File: config.mk
export PLATFORM = sky130hd
export DESIGN_NAME = control_sequencer
export DESIGN_NICKNAME = d
export VERILOG_FILES = /design/src/rtl/control_sequencer.sv
export SDC_FILE = /design/constraint.sdc
export NUM_CORES = 1
export LEC_CHECK = 0
export CAP_MARGIN = 20
export CELL_PAD_IN_SITES_DETAIL_PLACEMENT = 1
export CELL_PAD_IN_SITES_GLOBAL_PLACEMENT = 2
export CORE_MARGIN = 2
export CORE_UTILIZATION = 27
export DETAILED_ROUTE_END_ITERATION = 12
export PLACE_DENSITY_LB_ADDON = 0.15
export SYNTH_ARGS = -nofsm -noshare
export SYNTH_HDL_FRONTEND = slang
export SYNTH_SLANG_ARGS = --single-unit
export TNS_END_PERCENT = 50
File: constraint.sdc
create_clock -name clk -period 5 [get_ports clk]
set_input_delay 1 -clock clk [delete_from_list [all_inputs] [get_ports clk]]
set_output_delay 1 -clock clk [all_outputs]
set_load 0.02 [all_outputs]
File: src/rtl/control_sequencer.sv
// control_sequencer
// Multicycle instruction sequencer for the CPU control unit. It owns the
// program counter (counting downward), the saved ALU flags and the WAIT
// millisecond timer, and drives every datapath control line from a Moore
// state machine.
//
// Ports:
//   clk             system clock
//   reset           synchronous, active-low reset
//   instr           memory port A read data (current instruction)
//   mem_ready       memory port A access complete this cycle
//   alu_c           ALU result (jump target offset)
//   flags_in        ALU flags, latched when leaving EXEC
//   pc              program counter
//   addr_sel        1 = port A address from pc, 0 = from reg_b
//   result_sel      1 = register write data from ALU, 0 = from memory
//   alu_op_override 1 = ALU opcode from alu_op_value, 0 = from instr
//   alu_op_value    {OP_ADDI, instr[11:8], 8'h00}
//   reg_we, mem_we  register file / memory port A write enables
//   reg_write, reg_read_a, reg_read_b  register file port indices
//   saved_flags     flags from the last R/I-type execute
//   state           current state, for debug
module control_sequencer #(
   parameter int                  PC_WIDTH     = 15,
   parameter logic [PC_WIDTH-1:0] PC_RESET     = {PC_WIDTH{1'b1}},
   parameter int                  FLAG_WIDTH   = 5,
   parameter int                  TICKS_PER_MS = 33334,
   parameter int                  MS_WIDTH     = 12,
   parameter logic [3:0]          OP_JUMP      = 4'hC,
   parameter logic [3:0]          OP_LOAD      = 4'h4,
   parameter logic [3:0]          OP_STORE     = 4'h5,
   parameter logic [3:0]          OP_WAIT      = 4'hF,
   parameter logic [3:0]          OP_BRANCH    = 4'hD,
   parameter logic [3:0]          OP_ADDI      = 4'h6
) (
   input  logic                  clk,
   input  logic                  reset,
   input  logic [15:0]           instr,
   input  logic                  mem_ready,
   input  logic [15:0]           alu_c,
   input  logic [FLAG_WIDTH-1:0] flags_in,
   output logic [PC_WIDTH-1:0]   pc,
   output logic                  addr_sel,
   output logic                  result_sel,
   output logic                  alu_op_override,
   output logic [15:0]           alu_op_value,
   output logic                  reg_we,
   output logic                  mem_we,
   output logic [3:0]            reg_write,
   output logic [3:0]            reg_read_a,
   output logic [3:0]            reg_read_b,
   output logic [FLAG_WIDTH-1:0] saved_flags,
   output logic [3:0]            state
);

   localparam int                  TICK_W    = (TICKS_PER_MS > 1) ? $clog2(TICKS_PER_MS) : 1;
   localparam logic [TICK_W-1:0]   TICK_LAST = TICK_W'(TICKS_PER_MS - 1);
   localparam logic [TICK_W-1:0]   TICK_ONE  = TICK_W'(1);
   localparam logic [MS_WIDTH-1:0] MS_ONE    = MS_WIDTH'(1);
   localparam logic [PC_WIDTH-1:0] PC_ONE    = PC_WIDTH'(1);

   typedef enum logic [3:0] {
      S_FETCH  = 4'd0,
      S_DECODE = 4'd1,
      S_EXEC   = 4'd2,
      S_JUMP   = 4'd3,
      S_LOAD1  = 4'd4,
      S_LOAD2  = 4'd5,
      S_STORE  = 4'd6,
      S_WAIT   = 4'd7,
      S_BRANCH = 4'd8
   } state_t;

   state_t                state_r;
   state_t                state_next_s;
   logic [PC_WIDTH-1:0]   pc_r;
   logic [FLAG_WIDTH-1:0] flags_r;
   logic [TICK_W-1:0]     tick_r;
   logic [MS_WIDTH-1:0]   ms_r;
   logic                  wait_match_s;
   logic                  branch_taken_s;
   logic [PC_WIDTH-1:0]   branch_off_s;
   logic                  unused_s;

   // Only the low PC_WIDTH bits of the ALU result can reach the PC.
   assign unused_s = ^alu_c;

   // WAIT completes when the elapsed millisecond count reaches the field.
   always_comb begin
      wait_match_s = (ms_r == instr[MS_WIDTH-1:0]);
   end

   // Branch condition: index 4'hF is always taken; indices beyond the flag
   // vector never are. The 8-bit offset is sign-extended to PC width.
   always_comb begin
      branch_taken_s = 1'b0;
      branch_off_s   = {{(PC_WIDTH-8){instr[7]}}, instr[7:0]};
      if (instr[11:8] == 4'hF) begin
         branch_taken_s = 1'b1;
      end else begin
         for (int i = 0; i < FLAG_WIDTH; i++) begin
            if (int'(instr[11:8]) == i) begin
               branch_taken_s = flags_r[i];
            end else begin
               branch_taken_s = branch_taken_s;
            end
         end
      end
   end

   // State register.
   always_ff @(posedge clk) begin
      if (!reset) begin
         state_r <= S_FETCH;
      end else begin
         state_r <= state_next_s;
      end
   end

   // Next-state logic.
   always_comb begin
      state_next_s = state_r;
      case (state_r)
         S_FETCH: begin
            if (mem_ready) state_next_s = S_DECODE;
            else           state_next_s = S_FETCH;
         end
         S_DECODE: begin
            if      (instr[15:12] == OP_JUMP)   state_next_s = S_JUMP;
            else if (instr[15:12] == OP_LOAD)   state_next_s = S_LOAD1;
            else if (instr[15:12] == OP_STORE)  state_next_s = S_STORE;
            else if (instr[15:12] == OP_WAIT)   state_next_s = S_WAIT;
            else if (instr[15:12] == OP_BRANCH) state_next_s = S_BRANCH;
            else                                state_next_s = S_EXEC;
         end
         S_LOAD1: begin
            if (mem_ready) state_next_s = S_LOAD2;
            else           state_next_s = S_LOAD1;
         end
         S_STORE: begin
            if (mem_ready) state_next_s = S_FETCH;
            else           state_next_s = S_STORE;
         end
         S_WAIT: begin
            if (wait_match_s) state_next_s = S_FETCH;
            else              state_next_s = S_WAIT;
         end
         S_EXEC, S_JUMP, S_LOAD2, S_BRANCH: state_next_s = S_FETCH;
         default: state_next_s = S_FETCH;
      endcase
   end

   // Program counter and saved flags, updated on leaving the owning state.
   always_ff @(posedge clk) begin
      if (!reset) begin
         pc_r    <= PC_RESET;
         flags_r <= '0;
      end else begin
         case (state_r)
            S_EXEC: begin
               pc_r    <= pc_r - PC_ONE;
               flags_r <= flags_in;
            end
            S_JUMP:  pc_r <= PC_RESET - alu_c[PC_WIDTH-1:0];
            S_LOAD2: pc_r <= pc_r - PC_ONE;
            S_STORE: begin
               if (mem_ready) pc_r <= pc_r - PC_ONE;
               else           pc_r <= pc_r;
            end
            S_BRANCH: begin
               if (branch_taken_s) pc_r <= pc_r - branch_off_s;
               else                pc_r <= pc_r - PC_ONE;
            end
            S_WAIT: begin
               if (wait_match_s) pc_r <= pc_r - PC_ONE;
               else              pc_r <= pc_r;
            end
            default: pc_r <= pc_r;
         endcase
      end
   end

   // WAIT timer: tick counter wraps every TICKS_PER_MS clocks and bumps the
   // millisecond count; both sit at zero outside WAIT.
   always_ff @(posedge clk) begin
      if (!reset) begin
         tick_r <= '0;
         ms_r   <= '0;
      end else if (state_r == S_WAIT && !wait_match_s) begin
         if (tick_r == TICK_LAST) begin
            tick_r <= '0;
            ms_r   <= ms_r + MS_ONE;
         end else begin
            tick_r <= tick_r + TICK_ONE;
         end
      end else begin
         tick_r <= '0;
         ms_r   <= '0;
      end
   end

   // Moore control decode.
   always_comb begin
      addr_sel        = 1'b1;
      result_sel      = 1'b1;
      alu_op_override = 1'b0;
      reg_we          = 1'b0;
      mem_we          = 1'b0;
      case (state_r)
         S_EXEC:  reg_we = 1'b1;
         S_JUMP:  alu_op_override = 1'b1;
         S_LOAD1: addr_sel = 1'b0;
         S_LOAD2: begin
            result_sel = 1'b0;
            reg_we     = 1'b1;
         end
         S_STORE: begin
            addr_sel        = 1'b0;
            alu_op_override = 1'b1;
            mem_we          = 1'b1;
         end
         default: addr_sel = 1'b1;
      endcase
   end

   assign alu_op_value = {OP_ADDI, instr[11:8], 8'h00};
   assign reg_write    = instr[11:8];
   assign reg_read_a   = instr[11:8];
   assign reg_read_b   = instr[3:0];
   assign pc           = pc_r;
   assign saved_flags  = flags_r;
   assign state        = state_r;

endmodule

==> qor.csv <==
stage,metric,value,unit
floorplanning,initial_core_util,27.63,%
timing,fin_skew,8.939,ps
yosys,avgSynthCellArea,7.973,µm²
clock_tree,worstSkewPairLatency,310,ps
grt,grt_use_total,16.26,%
place,preCtsSetupSlack,1124,ps
detailed_routing,dr.first_iter.drc_count,131,
floorplanning,die_y,123.2,µm
yosys,synth_top_flop_cell,dfxtp_1,
setup_path,crit_path_end,pc[5],
clock_tree,clock_sinks,52,
grt,grt_overflow,0,
floorplanning,boundaryPins,97,
detailed_routing,drc,0,
pwr,p_leak,0.001784,µW
cells_and_area,multi_input_area,2495,µm²
floorplanning,core,13880,µm²
yosys,synth_edf_count,0,
yosys,yosysSeqAreaShare,27.15,%
detailed_routing,via_per_inst,4.972,
clock_tree,htree_levels,2,
yosys,synthCells,481,
timing,tightest_slew,756.7,ps
cells_and_area,insertedDiodeCount,0,
pwr,power-per-cell-area,229.8,nW/µm²
status,status,"finished, final reports clean",
cells_and_area,regArea,1041,µm²
timing,setup_viol,0,
clock_tree,postCtsHoldBufs,0,
cells_and_area,syn2layout_area_growth,26.07,%
grt,grt_pass1_wl,19.02,mm
cells_and_area,num-nets-final,598,
worst_hold_path,min_path_type,reg -> reg,
clock_tree,cts_buffer_depth,2,
cells_and_area,fill_cells,1696,
timing,finalSetupTns,0,ps
setup_path,crit_fanout,17,
pwr,power.switching,331.8,µW
clock_tree,cts_tree,done,
grt,antenna_found_initial,0,
floorplanning,die-width,123.2,µm
timing,layout_setup_ws,1519,ps
setup_path,setup.worst_path.start,instr[8],
clock_tree,cts-resized-gates,0,
place,dp_cells,712,
detailed_routing,wl,11.93,mm
clock_tree,cts.clk_slew.worst_paths,70,ps
setup_path,worst-r2r-setup-slack,2380,ps
setup_path,crit_arrival,3670,ps
setup_path,crit_required,5190,ps
yosys,synth_seq_cells,52,
setup_path,rr_startpoint,pc[0],
pwr,p_seq_share,39.6,%
yosys,yosys_warnings,0,
pwr,power.total,1111,µW
setup_path,r2r-end,pc[14],
cells_and_area,final_cell_mix,"clkdlybuf4s50_1 (83), nor2_1 (53), dfxtp_1 (52)",
cells_and_area,layout_commonest_cell,clkdlybuf4s50_1,
timing,clock.fmax,0.2873,GHz
yosys,async_reset_ff_share,0,%
timing,period_minus_slack,3481,ps
setup_path,reg2regPathDepth,10,
grt,grt_start_max_net_pins,26,
grt,grt_pass1_vias,3610,
detailed_routing,ant_nets,0,
setup_path,critPathLaunchType,input port,
pwr,clock_power_share,36.6,%
timing,rsz0062_at_grt,false,
pwr,combPwrFrac,23.7,%
floorplanning,die_area,15170,µm²
clock_tree,root_buffer,clkbuf_16,
yosys,yosysUniqueCellTypes,59,
timing,max-slew-margin-rel,49.33,%
clock_tree,postCtsSetupRepairBufs,0,
setup_path,crit_type,in -> reg,
place,io_buffers,83,
cells_and_area,final_cell_count_no_fill,720,
flow_run,drv_cap,0,
detailed_routing,vias,3580,
timing,finalCritPeriodShare,69.62,%
cells_and_area,drive_gt1_share,3.889,%
detailed_routing,first_pass_iters,4,
pwr,sw_frac_of_total,29.87,%
pwr,power.internal,779.0,µW
yosys,netlist_area,3835,µm²
floorplanning,rows,43,
timing,hold_viol_final,0,
place,gp_congestion,0.7885,
timing,finalMaxSlewViolations,0,
setup_path,cp-end-kind,flip-flop,
clock_tree,cts_buffers,5,
place,dp_hpwl,9.015,mm
detailed_routing,wire_per_inst,16.57,µm
pwr,vdd_drop_max,0.1065,mV
-- synthesized netlist by cell type, types with 3 or more instances --
cell type,number,area [µm²]
nand3b_1,3,22.52
nor3b_1,4,30.03
o221ai_1,3,26.28
mux2i_1,7,70.07
nand2b_1,8,50.05
or3_1,4,25.02
o21ai_0,25,125.1
buf_2,5,25.02
inv_1,15,56.30
a21o_1,7,52.55
o22ai_1,10,62.56
nor2_1,53,198.9
nand4_1,5,31.28
xnor2_1,19,166.4
and3_1,8,50.05
o21a_1,4,30.03
nand3_1,17,85.08
nor4b_1,3,26.28
o2111ai_1,3,26.28
ha_1,18,225.2
buf_4,28,210.2
nor2b_1,10,62.56
dfxtp_1,52,1041
nand2_1,34,127.6
clkbuf_1,12,45.04
nor3_1,5,25.02
a31oi_1,4,25.02
a211oi_1,4,30.03
a21oi_1,22,110.1
and2_1,3,18.77
xor2_1,39,341.6
nor4_1,4,25.02
o21ai_1,6,30.03
o211ai_1,6,45.04
-- routing by layer --
| metal | routed length [µm] | up-vias | global-route usage, % |
|---|---|---|---|
| met2 | 5737 | 71 | 27.68 |
| met4 | 117 | 0 | 4.048 |
| met3 | 505 | 8 | 2.399 |
| li1 | - | 1765 | - |
| met1 | 5567 | 1736 | 21.55 |
| met5 | 0 | - | 0 |
-- per-stage QoR --
stage / area (µm²) / hold slack, ps / utilization, %
3_5_place_dp: 4671 / 457.3 / 33.65
3_3_place_gp: 4671 / 446.1 / 33.65
4_1_cts: 4835 / 474.4 / 34.83
2_1_floorplan: 3872 / 429.2 / -
5_1_grt: 4835 / 498.7 / 34.83
6_report: 4835 / 466.4 / 34.83
-- kinds of logic after synthesis --
group,count (synthesis),synth area share (%)
xor+xnor,58,13.25
other cells,2,0.1958
flops,52,27.15
simple gates,177,24.60
mux,7,1.827
buf+inv,60,8.776
fa+ha+maj,19,6.395
compound gates,106,17.81
-- worst min path at each step --
stage	start	endpoint	slack [ps]	depth (start not counted)
5_1_grt	tick_r[0]	tick_r[0]	500	1
4_1_cts	tick_r[0]	tick_r[0]	470	1
3_5_place_dp	tick_r[0]	tick_r[0]	460	1
2_1_floorplan	tick_r[0]	tick_r[0]	430	1
3_3_place_gp	tick_r[0]	tick_r[0]	450	1
6_report	tick_r[0]	tick_r[0]	470	1
-- layout make-up --
cell class                 count  area share [%]
inverter                      15           1.165
timing repair buffer          86           17.65
tap                          180           4.658
sequential                    52           21.53
multi-input combinational    379           51.60
clock buffer                   6           2.666
clock inverter                 2          0.7246
-- critical path, cell delays in order --
cell	delay, ps
clkdlybuf4s50_1	600
or3b_1	450
a21oi_1	190
o21ai_1	230
a21boi_4	550
nor2_1	100
a2111oi_0	430
o21ai_1	120
-- power groups by stage --
stage,sequential [µW],combinational (µW),clock [µW]
finish,440,264,407
detailed placement,450,264,0
global route,443,291,437
global placement,450,262,0
floorplan,454,164,0
CTS,441,266,425
-- sequential cells by signal (all words and copies together) (netlist names) --
name and flops:
ms_r 12, pc 15, saved_flags 5, state 4, tick_r 16
No activity file was read; power rests on OpenSTA's default activity.
